==> src/rtl/can_crc_field_rx_if.sv <==
// Bundle of the field-checker signals between the bit-stream processor
// (master) and the CRC field receiver (slave).
interface can_crc_field_rx_if;
    logic        start;
    logic        fd_frame;
    logic        fd_iso;
    logic [3:0]  dlc;
    logic        last_bit;
    logic [2:0]  destuff_count;
    logic [14:0] crc_15;
    logic [16:0] crc_17;
    logic [20:0] crc_21;
    logic        sample_point;
    logic        sampled_bit;
    logic        stuff_bit;
    logic        busy;
    logic        done;
    logic        crc_err;
    logic        stuff_cnt_err;
    logic        form_err;
    logic [20:0] rx_crc;
    logic [2:0]  rx_stuff_cnt;

    modport master (
        output start, fd_frame, fd_iso, dlc, last_bit, destuff_count,
               crc_15, crc_17, crc_21, sample_point, sampled_bit, stuff_bit,
        input  busy, done, crc_err, stuff_cnt_err, form_err, rx_crc, rx_stuff_cnt
    );

    modport slave (
        input  start, fd_frame, fd_iso, dlc, last_bit, destuff_count,
               crc_15, crc_17, crc_21, sample_point, sampled_bit, stuff_bit,
        output busy, done, crc_err, stuff_cnt_err, form_err, rx_crc, rx_stuff_cnt
    );
endinterface

==> src/rtl/can_crc_field_rx.sv <==
// Receive-side CRC field checker: collects the CRC field, strips and checks
// FD fixed stuff bits, decodes the ISO FD stuff count and compares the
// received CRC against the generator's value.
module can_crc_field_rx #(
    parameter bit FIXED_STUFF_CHECK = 1'b1
) (
    input logic               clk,
    input logic               rst,
    can_crc_field_rx_if.slave bus
);
    typedef enum logic [2:0] {IDLE, FSB, SC, CRC, DONE} state_t;

    state_t      state, state_next;

    logic        snap_fd;
    logic        snap_iso;
    logic [2:0]  snap_dcnt;
    logic [20:0] snap_crc;
    logic [4:0]  data_total;

    logic [4:0]  data_cnt;
    logic [1:0]  grp_cnt;
    logic        prev_bit;
    logic [2:0]  sc_shift;

    logic        busy_q;
    logic        done_q;
    logic        crc_err_q;
    logic        sc_err_q;
    logic        form_err_q;
    logic [20:0] rx_crc_q;
    logic [2:0]  rx_sc_q;

    logic        consume;
    logic        finishing;
    logic [20:0] rx_crc_shifted;
    logic [2:0]  sc_decoded;

    assign rx_crc_shifted = {rx_crc_q[19:0], bus.sampled_bit};
    assign sc_decoded     = {sc_shift[2],
                             sc_shift[2] ^ sc_shift[1],
                             sc_shift[2] ^ sc_shift[1] ^ sc_shift[0]};

    // State register.
    always_ff @(posedge clk) begin
        if (rst) state <= IDLE;
        else     state <= state_next;
    end

    // Next state: decides whether this cycle's sample is a field bit and where it leads.
    always_comb begin
        state_next = state;
        consume    = 1'b0;
        finishing  = 1'b0;
        case (state)
            IDLE: state_next = IDLE;
            FSB: begin
                if (bus.sample_point) begin
                    consume    = 1'b1;
                    state_next = (snap_iso && data_cnt < 5'd4) ? SC : CRC;
                end
            end
            SC, CRC: begin
                if (bus.sample_point && (snap_fd || !bus.stuff_bit)) begin
                    consume = 1'b1;
                    if (data_cnt + 5'd1 == data_total) begin
                        state_next = DONE;
                        finishing  = 1'b1;
                    end else if (snap_fd && grp_cnt == 2'd3) begin
                        state_next = FSB;
                    end
                end
            end
            DONE:    state_next = IDLE;
            default: state_next = IDLE;
        endcase
        if (bus.start) begin
            state_next = bus.fd_frame ? FSB : CRC;
            consume    = 1'b0;
            finishing  = 1'b0;
        end
    end

    // Snapshots, counters, received values and result flags.
    always_ff @(posedge clk) begin
        if (rst) begin
            snap_fd    <= 1'b0;
            snap_iso   <= 1'b0;
            snap_dcnt  <= 3'd0;
            snap_crc   <= 21'd0;
            data_total <= 5'd0;
            data_cnt   <= 5'd0;
            grp_cnt    <= 2'd0;
            prev_bit   <= 1'b0;
            sc_shift   <= 3'd0;
            busy_q     <= 1'b0;
            done_q     <= 1'b0;
            crc_err_q  <= 1'b0;
            sc_err_q   <= 1'b0;
            form_err_q <= 1'b0;
            rx_crc_q   <= 21'd0;
            rx_sc_q    <= 3'd0;
        end else if (bus.start) begin
            snap_fd   <= bus.fd_frame;
            snap_iso  <= bus.fd_frame & bus.fd_iso;
            snap_dcnt <= bus.destuff_count;
            if (!bus.fd_frame) begin
                snap_crc   <= {6'd0, bus.crc_15};
                data_total <= 5'd15;
            end else if (bus.dlc > 4'd10) begin
                snap_crc   <= bus.crc_21;
                data_total <= (bus.fd_iso ? 5'd4 : 5'd0) + 5'd21;
            end else begin
                snap_crc   <= {4'd0, bus.crc_17};
                data_total <= (bus.fd_iso ? 5'd4 : 5'd0) + 5'd17;
            end
            data_cnt   <= 5'd0;
            grp_cnt    <= 2'd0;
            prev_bit   <= bus.last_bit;
            sc_shift   <= 3'd0;
            busy_q     <= 1'b1;
            done_q     <= 1'b0;
            crc_err_q  <= 1'b0;
            sc_err_q   <= 1'b0;
            form_err_q <= 1'b0;
            rx_crc_q   <= 21'd0;
            rx_sc_q    <= 3'd0;
        end else begin
            done_q <= finishing;
            busy_q <= (state_next == FSB) || (state_next == SC) || (state_next == CRC);
            if (consume) begin
                prev_bit <= bus.sampled_bit;
                if (state == FSB) begin
                    if (FIXED_STUFF_CHECK && (bus.sampled_bit == prev_bit))
                        form_err_q <= 1'b1;
                end else begin
                    data_cnt <= data_cnt + 5'd1;
                    grp_cnt  <= grp_cnt + 2'd1;
                    if (state == SC) begin
                        sc_shift <= {sc_shift[1:0], bus.sampled_bit};
                        if (data_cnt == 5'd3) begin
                            rx_sc_q  <= sc_decoded;
                            sc_err_q <= (sc_decoded != snap_dcnt) ||
                                        (^{sc_shift, bus.sampled_bit});
                        end
                    end else begin
                        rx_crc_q <= rx_crc_shifted;
                        if (finishing)
                            crc_err_q <= (rx_crc_shifted != snap_crc);
                    end
                end
            end
        end
    end

    assign bus.busy          = busy_q;
    assign bus.done          = done_q;
    assign bus.crc_err       = crc_err_q;
    assign bus.stuff_cnt_err = sc_err_q;
    assign bus.form_err      = form_err_q;
    assign bus.rx_crc        = rx_crc_q;
    assign bus.rx_stuff_cnt  = rx_sc_q;
endmodule

==> src/flat_wrapper.sv <==
// flat-port wrapper written by rule: the top's interface ports become plain ports
module can_crc_field_rx_flat 
#(
    parameter bit FIXED_STUFF_CHECK = 1'b1
)
  (clk, rst, bus_start, bus_fd_frame, bus_fd_iso, bus_dlc, bus_last_bit, bus_destuff_count, bus_crc_15, bus_crc_17, bus_crc_21, bus_sample_point, bus_sampled_bit, bus_stuff_bit, bus_busy, bus_done, bus_crc_err, bus_stuff_cnt_err, bus_form_err, bus_rx_crc, bus_rx_stuff_cnt);
  can_crc_field_rx_if bus_i ();
  input logic clk;
  input logic rst;
  input wire logic [$bits(bus_i.start)-1:0] bus_start;
  input wire logic [$bits(bus_i.fd_frame)-1:0] bus_fd_frame;
  input wire logic [$bits(bus_i.fd_iso)-1:0] bus_fd_iso;
  input wire logic [$bits(bus_i.dlc)-1:0] bus_dlc;
  input wire logic [$bits(bus_i.last_bit)-1:0] bus_last_bit;
  input wire logic [$bits(bus_i.destuff_count)-1:0] bus_destuff_count;
  input wire logic [$bits(bus_i.crc_15)-1:0] bus_crc_15;
  input wire logic [$bits(bus_i.crc_17)-1:0] bus_crc_17;
  input wire logic [$bits(bus_i.crc_21)-1:0] bus_crc_21;
  input wire logic [$bits(bus_i.sample_point)-1:0] bus_sample_point;
  input wire logic [$bits(bus_i.sampled_bit)-1:0] bus_sampled_bit;
  input wire logic [$bits(bus_i.stuff_bit)-1:0] bus_stuff_bit;
  output wire logic [$bits(bus_i.busy)-1:0] bus_busy;
  output wire logic [$bits(bus_i.done)-1:0] bus_done;
  output wire logic [$bits(bus_i.crc_err)-1:0] bus_crc_err;
  output wire logic [$bits(bus_i.stuff_cnt_err)-1:0] bus_stuff_cnt_err;
  output wire logic [$bits(bus_i.form_err)-1:0] bus_form_err;
  output wire logic [$bits(bus_i.rx_crc)-1:0] bus_rx_crc;
  output wire logic [$bits(bus_i.rx_stuff_cnt)-1:0] bus_rx_stuff_cnt;
  assign bus_i.start = bus_start;
  assign bus_i.fd_frame = bus_fd_frame;
  assign bus_i.fd_iso = bus_fd_iso;
  assign bus_i.dlc = bus_dlc;
  assign bus_i.last_bit = bus_last_bit;
  assign bus_i.destuff_count = bus_destuff_count;
  assign bus_i.crc_15 = bus_crc_15;
  assign bus_i.crc_17 = bus_crc_17;
  assign bus_i.crc_21 = bus_crc_21;
  assign bus_i.sample_point = bus_sample_point;
  assign bus_i.sampled_bit = bus_sampled_bit;
  assign bus_i.stuff_bit = bus_stuff_bit;
  assign bus_busy = bus_i.busy;
  assign bus_done = bus_i.done;
  assign bus_crc_err = bus_i.crc_err;
  assign bus_stuff_cnt_err = bus_i.stuff_cnt_err;
  assign bus_form_err = bus_i.form_err;
  assign bus_rx_crc = bus_i.rx_crc;
  assign bus_rx_stuff_cnt = bus_i.rx_stuff_cnt;
  can_crc_field_rx #(.FIXED_STUFF_CHECK(FIXED_STUFF_CHECK)) u_core (.clk(clk), .rst(rst), .bus(bus_i));
endmodule
==> config.mk <==
export PLATFORM = sky130hd
export DESIGN_NAME = can_crc_field_rx_flat
export DESIGN_NICKNAME = d
export VERILOG_FILES = /design/src/rtl/can_crc_field_rx_if.sv /design/src/rtl/can_crc_field_rx.sv /design/src/flat_wrapper.sv
export SDC_FILE = /design/constraint.sdc
export NUM_CORES = 1
export LEC_CHECK = 0
export ABC_AREA = 1
export ABC_CLOCK_PERIOD_IN_PS = 3000
export CAP_MARGIN = 20
export CORE_ASPECT_RATIO = 1.5
export CORE_MARGIN = 2
export CORE_UTILIZATION = 52
export DETAILED_ROUTE_END_ITERATION = 12
export GPL_TIMING_DRIVEN = 0
export PLACE_DENSITY = 0.82
export SYNTH_ARGS = -nofsm -noshare
export SYNTH_HDL_FRONTEND = slang
export SYNTH_SLANG_ARGS = --single-unit
==> constraint.sdc <==
create_clock -name clk -period 3 [get_ports clk]
set_input_delay 0.6 -clock clk [delete_from_list [all_inputs] [get_ports clk]]
set_output_delay 0.6 -clock clk [all_outputs]
set_load 0.01 [all_outputs]
======== Word level (Yosys, flattened, before mapping) ========
Index checks and enable logic that the tools add are counted.
W data, S select, Z words.
storage, ports and cells
  bits in registers ....................... 74
  bits of input ports ..................... 69
  logic and storage cells ................. 82
operators by class
  add/sub/neg operators ................... 4
  order comparisons ....................... 2
  equal/unequal tests ..................... 12
  muxes and demuxes ....................... 24
  bitwise logic cells ..................... 5
  reductions and logical operators ........ 18
operators with widths
  kind                   number
  $mux W21               2
  $ne A21 B21 Y1         1
  $mux W3                6
  $eq A3 B2 Y1 const B   4
  $mux W1                11
  $add A5 B5 Y5 const B  2
  $mux W5                2
  $reduce_and A3 Y1      3
  $reduce_and A4 Y1      2
  $eq A3 B1 Y1 const B   2
  $pmux W3 S2            1
  $add A5 B1 Y5 const B  1
  $eq A5 B2 Y1 const B   1
  $eq A5 B5 Y1           1
  $lt A5 B3 Y1 const B   1
  $gt A4 B4 Y1 const B   1
  $logic_or A1 B1 Y1     4
  $reduce_or A2 Y1       2
  $reduce_xor A4 Y1      1
  $logic_and A1 B1 Y1    3
  $ne A3 B3 Y1           1
  $add A2 B1 Y2 const B  1
  $eq A2 B2 Y1 const B   1
  $mux W2                1
  8 further kinds        10

======== Logic depth before layout (Yosys ltp) ========
Gate-level depths: netlist of run 1.
  depth in word-level cells ............... 11
  gate-level depth with buffers ........... 13
  gate-level depth less buffers ........... 13

======== Worst setup path after synthesis of run 1 ========
OpenSTA, ideal clock, no wires.
  path kind ............................... input -> register
  from .................................... input bus_dlc[0]
  to ...................................... register u_core.data_total[2]
  library setup time ...................... 133 ps
  arrival time ............................ 1610 ps
  slack ................................... 1257 ps
  cell stages on the path ................. 7
  buffers on the path ..................... 1
  cells stage by stage .................... a21o_1 -> nand2_1 -> inv_1 -> buf_2 -> ha_1 -> o21ai_0 -> a21oi_1
on the way
  longest elaborated chain between the ends .. 3
ends and longest elaborated chain
  what                  RTL line                 text
  start, declared       flat_wrapper.sv:13       input wire logic [$bits(bus_i.dlc)-1:0] bus_dlc;
  $gt A4 B4 Y1          can_crc_field_rx.sv:110  end else if (bus.dlc > 4'd10) begin
  $mux W5               can_crc_field_rx.sv:110
  $mux W5               can_crc_field_rx.sv:107  if (!bus.fd_frame) begin
  end signal, assigned  can_crc_field_rx.sv:112  data_total <= (bus.fd_iso ? 5'd4 : 5'd0) + 5'd21;
  end signal, assigned  can_crc_field_rx.sv:115  data_total <= (bus.fd_iso ? 5'd4 : 5'd0) + 5'd17;
  end, declared         can_crc_field_rx.sv:19   logic [4:0] data_total;
No other way between the ends.
A chain may end at the register's enable or synchronous reset.

======== Worst setup path in the final report of run 1 ========
Same ends and word-level chain as after synthesis.

==> impl_metrics.json, run 1 <==
{
  "cts_buffer_depth": 2,
  "whs_path_depth": 2,
  "drive_above_1_share": 0.06020,
  "whs_endpoint": "u_core.bus.rx_stuff_cnt[2]",
  "die_y_um": 104.3,
  "slew_violations": 0,
  "outcome": "finished clean",
  "htree_levels": 3,
  "min_from": "u_core.bus.rx_stuff_cnt[2]",
  "max-slew-margin-rel": 0.6271,
  "syn_area_per_cell_um2": 7.143,
  "cts_hold_buf": 0,
  "synthCells": 488,
  "swShare": 0.2570,
  "antenna_found_initial": 0,
  "hold_class": "reg -> reg",
  "die_w_um": 70.85,
  "cts.sinks": 73,
  "path_clk_slew_ns": 0.08,
  "startpoint_type": "primary input",
  "n_antenna_cell": 0,
  "numPortBuffers": 94,
  "routedWlPerCell_um": 15.06,
  "critical-path-slowest-cell": "clkdlybuf4s50_1",
  "clkLatencyLatePin_ns": 0.36,
  "cts-resized-gates": 0,
  "ioPinCount": 98,
  "arrival_ns": 2.29,
  "cts_buffers": 9,
  "dr.pass1.iters": 5,
  "setup_tns_ns": 0,
  "synth_ff_type": "dfxtp_1",
  "first_iter_violations": 190,
  "fmax_ghz": 0.4819,
  "routed_wirelength_mm": 10.15,
  "drc": 0,
  "critical_path.cell_chain": "clkdlybuf4s50_1 > a21o_1 > nand2_1 > inv_1 > buf_2 > ha_1 > o21ai_0 > a21oi_1",
  "critPathMaxStageDelay_ns": 0.40,
  "p_sw_uw": 561.3,
  "setup_viol": 0,
  "pwr-share-seq": 0.470,
  "fillCellCount": 558,
  "coreArea_um2": 6486,
  "path_max_fanout": 10,
  "syn_nets": 560,
  "vias": 3630,
  "most-common-layout-cells": "94 x clkdlybuf4s50_1, 81 x nor2_1, 74 x nand2_1, 73 x dfxtp_1, 58 x inv_1",
  "leakagePower_uw": 0.001858,
  "grtUsageTotal": 0.2793,
  "synth_edf_count": 0,
  "yosysWarnings": 0,
  "grt_max_degree": 14,
  "gp_congestion": 0.8820,
  "initial_utilization": 0.5374,
  "crit_type": "in -> reg",
  "synth_cell_types": 38,
  "die_area_um2": 7388,
  "p_int_uw": 1623,
  "viasPerCell": 5.386,
  "r2r-end": "u_core.bus.busy",
  "min_period_ns": 2.075,
  "nets": 665,
  "cap_violations": 0,
  "worst_pin_slew_ns": 0.5563,
  "finalPower_uw": 2184,
  "reg2reg_slack_ns": 1.19,
  "hold_viol_final": 0,
  "num_rows": 36,
  "vdd_ir_drop_max_mv": 0.4801,
  "cts_tree": "done",
  "mostFrequentLayoutCell": "clkdlybuf4s50_1",
  "syn2layout_area_growth_pct": 35.97,
  "ant_nets": 0,
  "ys_ff_latch": 73,
  "grt_pass1_vias": 3542,
  "ys_seq_area_frac": 0.4192,
  "powerDensity_nw_per_um2": 460.8,
  "hpwlAfterDp_mm": 7.911,
  "synth_area_um2": 3486,
  "cts_root_buf": "clkbuf_8",
  "async_flop_share": 0,
  "grt_pass1_wl_mm": 16.17,
  "p_clk_frac": 0.393,
  "pwr-share-comb": 0.136,
  "grt-ovfl-total": 0,
  "rsz0062_at_grt": "no",
  "endpoint_kind": "register",
  "cp.required_ns": 3.22,
  "rr_startpoint": "u_core.data_cnt[0]",
  "skew_ns": 0.009380,
  "period_share": 0.6917,
  "post_cts_buffers": 0,
  "rr_worst_depth": 11
}
worst max-delay path by stage:
stage,from,to,slack (ns),cells after the start
after floorplan,bus_dlc[0],u_core.data_total[2],1.26,7
after global placement,bus_dlc[0],u_core.data_total[2],0.58,8
after detailed placement,bus_dlc[0],u_core.data_total[2],0.55,8
after CTS,bus_dlc[0],u_core.data_total[2],0.92,8
after global routing,bus_dlc[0],u_core.data_total[2],0.82,8
final,bus_dlc[0],u_core.data_total[2],0.92,8
state kept, by name (all words and copies together) (netlist names):
| signal | cells |
|---|---|
| u_core.data_total | 5 |
| u_core.snap_iso | 1 |
| u_core.bus.stuff_cnt_err | 1 |
| u_core.bus.busy | 1 |
| u_core.bus.form_err | 1 |
| u_core.bus.rx_crc | 21 |
| u_core.snap_dcnt | 3 |
| u_core.grp_cnt | 2 |
| u_core.prev_bit | 1 |
| u_core.state | 3 |
| u_core.data_cnt | 5 |
| u_core.bus.crc_err | 1 |
| u_core.snap_crc | 21 |
| u_core.bus.done | 1 |
| u_core.sc_shift | 3 |
| u_core.bus.rx_stuff_cnt | 3 |
final cells by class:
class                      count  area [µm²]  share of cell area
inverter                      64       240.2             0.05069
buffer                        20       103.9             0.02191
multi-input combinational    331        1680              0.3545
clock inverter                 6       90.09             0.01901
timing repair buffer          94       940.9              0.1985
clock buffer                  10       127.6             0.02693
sequential                    73        1461              0.3083
tap                           76       95.09             0.02006
per-layer routing:
metal,global-route usage,share of wire,vias up
met5,0,0,-
li1,-,-,1802
met3,0.04264,0.051,36
met1,0.2875,0.38,1660
met2,0.5187,0.53,132
met4,0.1577,0.046,0
cells by family (layout without fill, tap and decap cells):
family | after synthesis | count (layout) | share of synthesized area
and+or+nand+nor | 188 | 188 | 0.2365
xor gates and xnor gates | 15 | 15 | 0.03769
AOI/OAI and AO/OA | 125 | 125 | 0.1971
DFF | 73 | 73 | 0.4192
adders and majority gates | 3 | 3 | 0.01077
buffers and inverters | 84 | 194 | 0.09870
critical path, delay by kind of cell:
kind | cells | cell delay, ns
compound gates | 3 | 0.41
simple gates | 1 | 0.28
buf+inv | 3 | 0.72
fa+ha+maj | 1 | 0.28
synthesized netlist by cell type, types with 2 or more instances:
cell type	number	area share
inv_1	58	0.062
nor2_1	81	0.087
clkbuf_1	12	0.013
a31oi_1	12	0.022
nor4_1	2	0.0036
a32oi_1	3	0.0075
inv_2	3	0.0032
nand4_1	5	0.0090
nand3_1	15	0.022
dfxtp_1	73	0.42
o21ai_0	52	0.075
buf_6	3	0.0097
nor3_2	2	0.0057
buf_2	5	0.0072
a21oi_1	39	0.056
nand2_1	74	0.080
clkinv_1	3	0.0032
ha_1	3	0.011
xor2_1	4	0.010
o22ai_1	11	0.020
xnor2_1	11	0.028
per-stage QoR:
stage / hold slack (ns) / setup WS (ns) / util / instance area, µm² / instances
floorplan: 0.4270 / 1.257 / - / 3486 / 488
global placement: 0.4316 / 0.5835 / 0.6971 / 4522 / 658
detailed placement: 0.4381 / 0.5460 / 0.6971 / 4522 / 658
CTS: 0.4509 / 0.9203 / 0.7307 / 4740 / 674
global route: 0.4717 / 0.8209 / 0.7307 / 4740 / 674
finish: 0.4463 / 0.9250 / 0.7307 / 4740 / 674
power groups by stage:
stage / clock (µW) / sequential, µW / combinational [µW]
floorplan: 0 / 1040 / 153
global placement: 0 / 1050 / 288
detailed placement: 0 / 1050 / 295
CTS: 860 / 1030 / 297
global route: 903 / 1030 / 327
finish: 859 / 1030 / 298
Power figures use the tool's default switching activity.
==> inputs of run 2 (changes only) <==
--- a/config.mk
+++ b/config.mk
@@ -6,14 +6,14 @@
 export NUM_CORES = 1
 export LEC_CHECK = 0
 export ABC_AREA = 1
-export ABC_CLOCK_PERIOD_IN_PS = 3000
+export ABC_CLOCK_PERIOD_IN_PS = 2100
 export CAP_MARGIN = 20
 export CORE_ASPECT_RATIO = 1.5
 export CORE_MARGIN = 2
-export CORE_UTILIZATION = 52
+export CORE_UTILIZATION = 48
 export DETAILED_ROUTE_END_ITERATION = 12
 export GPL_TIMING_DRIVEN = 0
-export PLACE_DENSITY = 0.82
+export PLACE_DENSITY = 0.76
 export SYNTH_ARGS = -nofsm -noshare
 export SYNTH_HDL_FRONTEND = slang
 export SYNTH_SLANG_ARGS = --single-unit
==> constraint.sdc (replaced) <==
create_clock -name clk -period 2.1 [get_ports clk]
set_input_delay 0.42 -clock clk [delete_from_list [all_inputs] [get_ports clk]]
set_output_delay 0.42 -clock clk [all_outputs]
set_load 0.01 [all_outputs]
==> impl_metrics.json, run 2 (same netlist as run 1, synthesis figures left out) <==
{
  "outcome": "finished clean",
  "leakagePower_uw": 0.001847,
  "grt_pass1_vias": 3501,
  "gp_congestion": 0.8853,
  "fmax_ghz": 0.5121,
  "clkLatencyLatePin_ns": 0.36,
  "swShare": 0.2676,
  "vias": 3666,
  "critical_path.cell_chain": "clkdlybuf4s50_1 > a21o_1 > nand2_1 > inv_1 > buf_2 > ha_1 > o21ai_0 > a21oi_1",
  "drc": 0,
  "slew_violations": 0,
  "hold_class": "in -> reg",
  "hold_viol_final": 0,
  "cts_hold_buf": 0,
  "setup_ws_ns": 0.1472,
  "dr.pass1.iters": 5,
  "pwr-share-comb": 0.141,
  "worst_pin_slew_ns": 0.5546,
  "mostFrequentLayoutCell": "clkdlybuf4s50_1",
  "cts-resized-gates": 0,
  "hpwlAfterDp_mm": 7.975,
  "vdd_ir_drop_max_mv": 0.3818,
  "cts_buffers": 9,
  "die_w_um": 73.58,
  "arrival_ns": 2.17,
  "drive_above_1_share": 0.06020,
  "critical-path-slowest-cell": "clkdlybuf4s50_1",
  "ant_nets": 0,
  "final_area_um2": 4723,
  "final_cells": 678,
  "viasPerCell": 5.407,
  "cap_violations": 0,
  "setup_viol": 0,
  "p_int_uw": 2195,
  "crit_type": "in -> reg",
  "routedWlPerCell_um": 15.30,
  "critPathMaxStageDelay_ns": 0.40,
  "rsz0062_at_grt": "no",
  "coreArea_um2": 7132,
  "fillCellCount": 641,
  "startpoint_type": "primary input",
  "endpoint_kind": "register",
  "grt-ovfl-total": 0,
  "cts_buffer_depth": 2,
  "skew_ns": 0.01356,
  "pre_cts_ws_ns": -0.2108,
  "syn2layout_area_growth_pct": 35.50,
  "p_sw_uw": 802.3,
  "min_period_ns": 1.953,
  "grt_max_degree": 14,
  "path_clk_slew_ns": 0.07,
  "powerDensity_nw_per_um2": 634.6,
  "first_iter_violations": 237,
  "htree_levels": 3,
  "antenna_found_initial": 0,
  "cp.required_ns": 2.32,
  "cts.sinks": 73,
  "dp.cells": 662,
  "initial_utilization": 0.4888,
  "ioPinCount": 98,
  "grt_pass1_wl_mm": 16.04,
  "grtUsageTotal": 0.2680,
  "nets": 665,
  "num_rows": 38,
  "p_clk_frac": 0.369,
  "die_area_um2": 7974,
  "path_max_fanout": 10,
  "max-slew-margin-rel": 0.6302,
  "setup_tns_ns": 0,
  "routed_wirelength_mm": 10.37,
  "cts_root_buf": "clkbuf_8",
  "pwr-share-seq": 0.490,
  "cts_tree": "done",
  "most-common-layout-cells": "94 x clkdlybuf4s50_1, 81 x nor2_1, 74 x nand2_1, 73 x dfxtp_1, 58 x inv_1",
  "post_cts_buffers": 0,
  "period_share": 0.9299,
  "numPortBuffers": 94,
  "n_antenna_cell": 0,
  "fin_util": 0.6623,
  "dpl_cell_area_um2": 4527,
  "die_y_um": 108.4
}
run 2: cell count changes in the layout (fill, tap and decap cells not counted), sizes merged:
cell    change
inv         -2
bufinv      -1
clkinv      +3
run 2: metal layers:
| layer | vias to the layer above | track usage | part of all wire |
|---|---|---|---|
| li1 | 1806 | - | - |
| met1 | 1680 | 0.2726 | 0.37 |
| met2 | 144 | 0.4841 | 0.52 |
| met3 | 36 | 0.05405 | 0.063 |
| met4 | 0 | 0.1662 | 0.051 |
| met5 | - | 0 | 0 |
run 2: path summary, 6_finish.rpt:
| path | startpoint | to | slack, ns | depth (start not counted) |
|---|---|---|---|---|
| setup / recovery | bus_dlc[0] | u_core.data_total[2] | 0.15 | 8 |
| hold / removal | rst | u_core.state[2] | 0.44 | 2 |
| hold reg to reg | u_core.bus.rx_stuff_cnt[2] | u_core.bus.rx_stuff_cnt[2] | 0.45 | 2 |
| setup reg to reg | u_core.data_cnt[0] | u_core.bus.busy | 0.26 | 12 |
run 2: through the flow:
| stage | hold slack, ns | power [µW] |
|---|---|---|
| 3_3_place_gp | 0.4327 | 1910 |
| 2_1_floorplan | 0.4270 | 1707 |
| 6_report | 0.4424 | 2998 |
| 5_1_grt | 0.4710 | 3102 |
| 4_1_cts | 0.4288 | 2994 |
| 3_5_place_dp | 0.4350 | 1919 |
run 2: critical path, delay by kind of cell:
family,cells,cell delay (ns)
adder cells (fa/ha/maj),1,0.28
AO/OA/AOI/OAI,3,0.46
AND/OR/NAND/NOR,1,0.28
buffers and inverters,3,0.72
run 2: layout make-up:
cell class / instances / area [µm²] / share of cell area
well taps: 80 / 100.1 / 0.02119
multi-input cells: 331 / 1680 / 0.3558
clock buffers: 10 / 127.6 / 0.02702
plain buffers: 20 / 103.9 / 0.02199
repair buffers: 94 / 940.9 / 0.1992
flip-flops and latches: 73 / 1461 / 0.3094
inverters: 64 / 240.2 / 0.05086
clock inverters: 6 / 68.82 / 0.01457
run 2: power groups by stage:
| stage | sequential (µW) | combinational (µW) | clock, µW |
|---|---|---|---|
| 2_1_floorplan | 1490 | 219 | 0 |
| 3_3_place_gp | 1500 | 413 | 0 |
| 3_5_place_dp | 1500 | 420 | 0 |
| 4_1_cts | 1470 | 423 | 1100 |
| 5_1_grt | 1470 | 467 | 1160 |
| 6_report | 1470 | 424 | 1110 |
==> inputs of run 3 (changes only) <==
--- a/config.mk
+++ b/config.mk
@@ -7,7 +7,6 @@
 export LEC_CHECK = 0
 export ABC_AREA = 1
 export ABC_CLOCK_PERIOD_IN_PS = 2100
-export CAP_MARGIN = 20
 export CORE_ASPECT_RATIO = 1.5
 export CORE_MARGIN = 2
 export CORE_UTILIZATION = 48
==> results of run 3 <==
Final layout, timing and power as in run 2 (identical DEF).
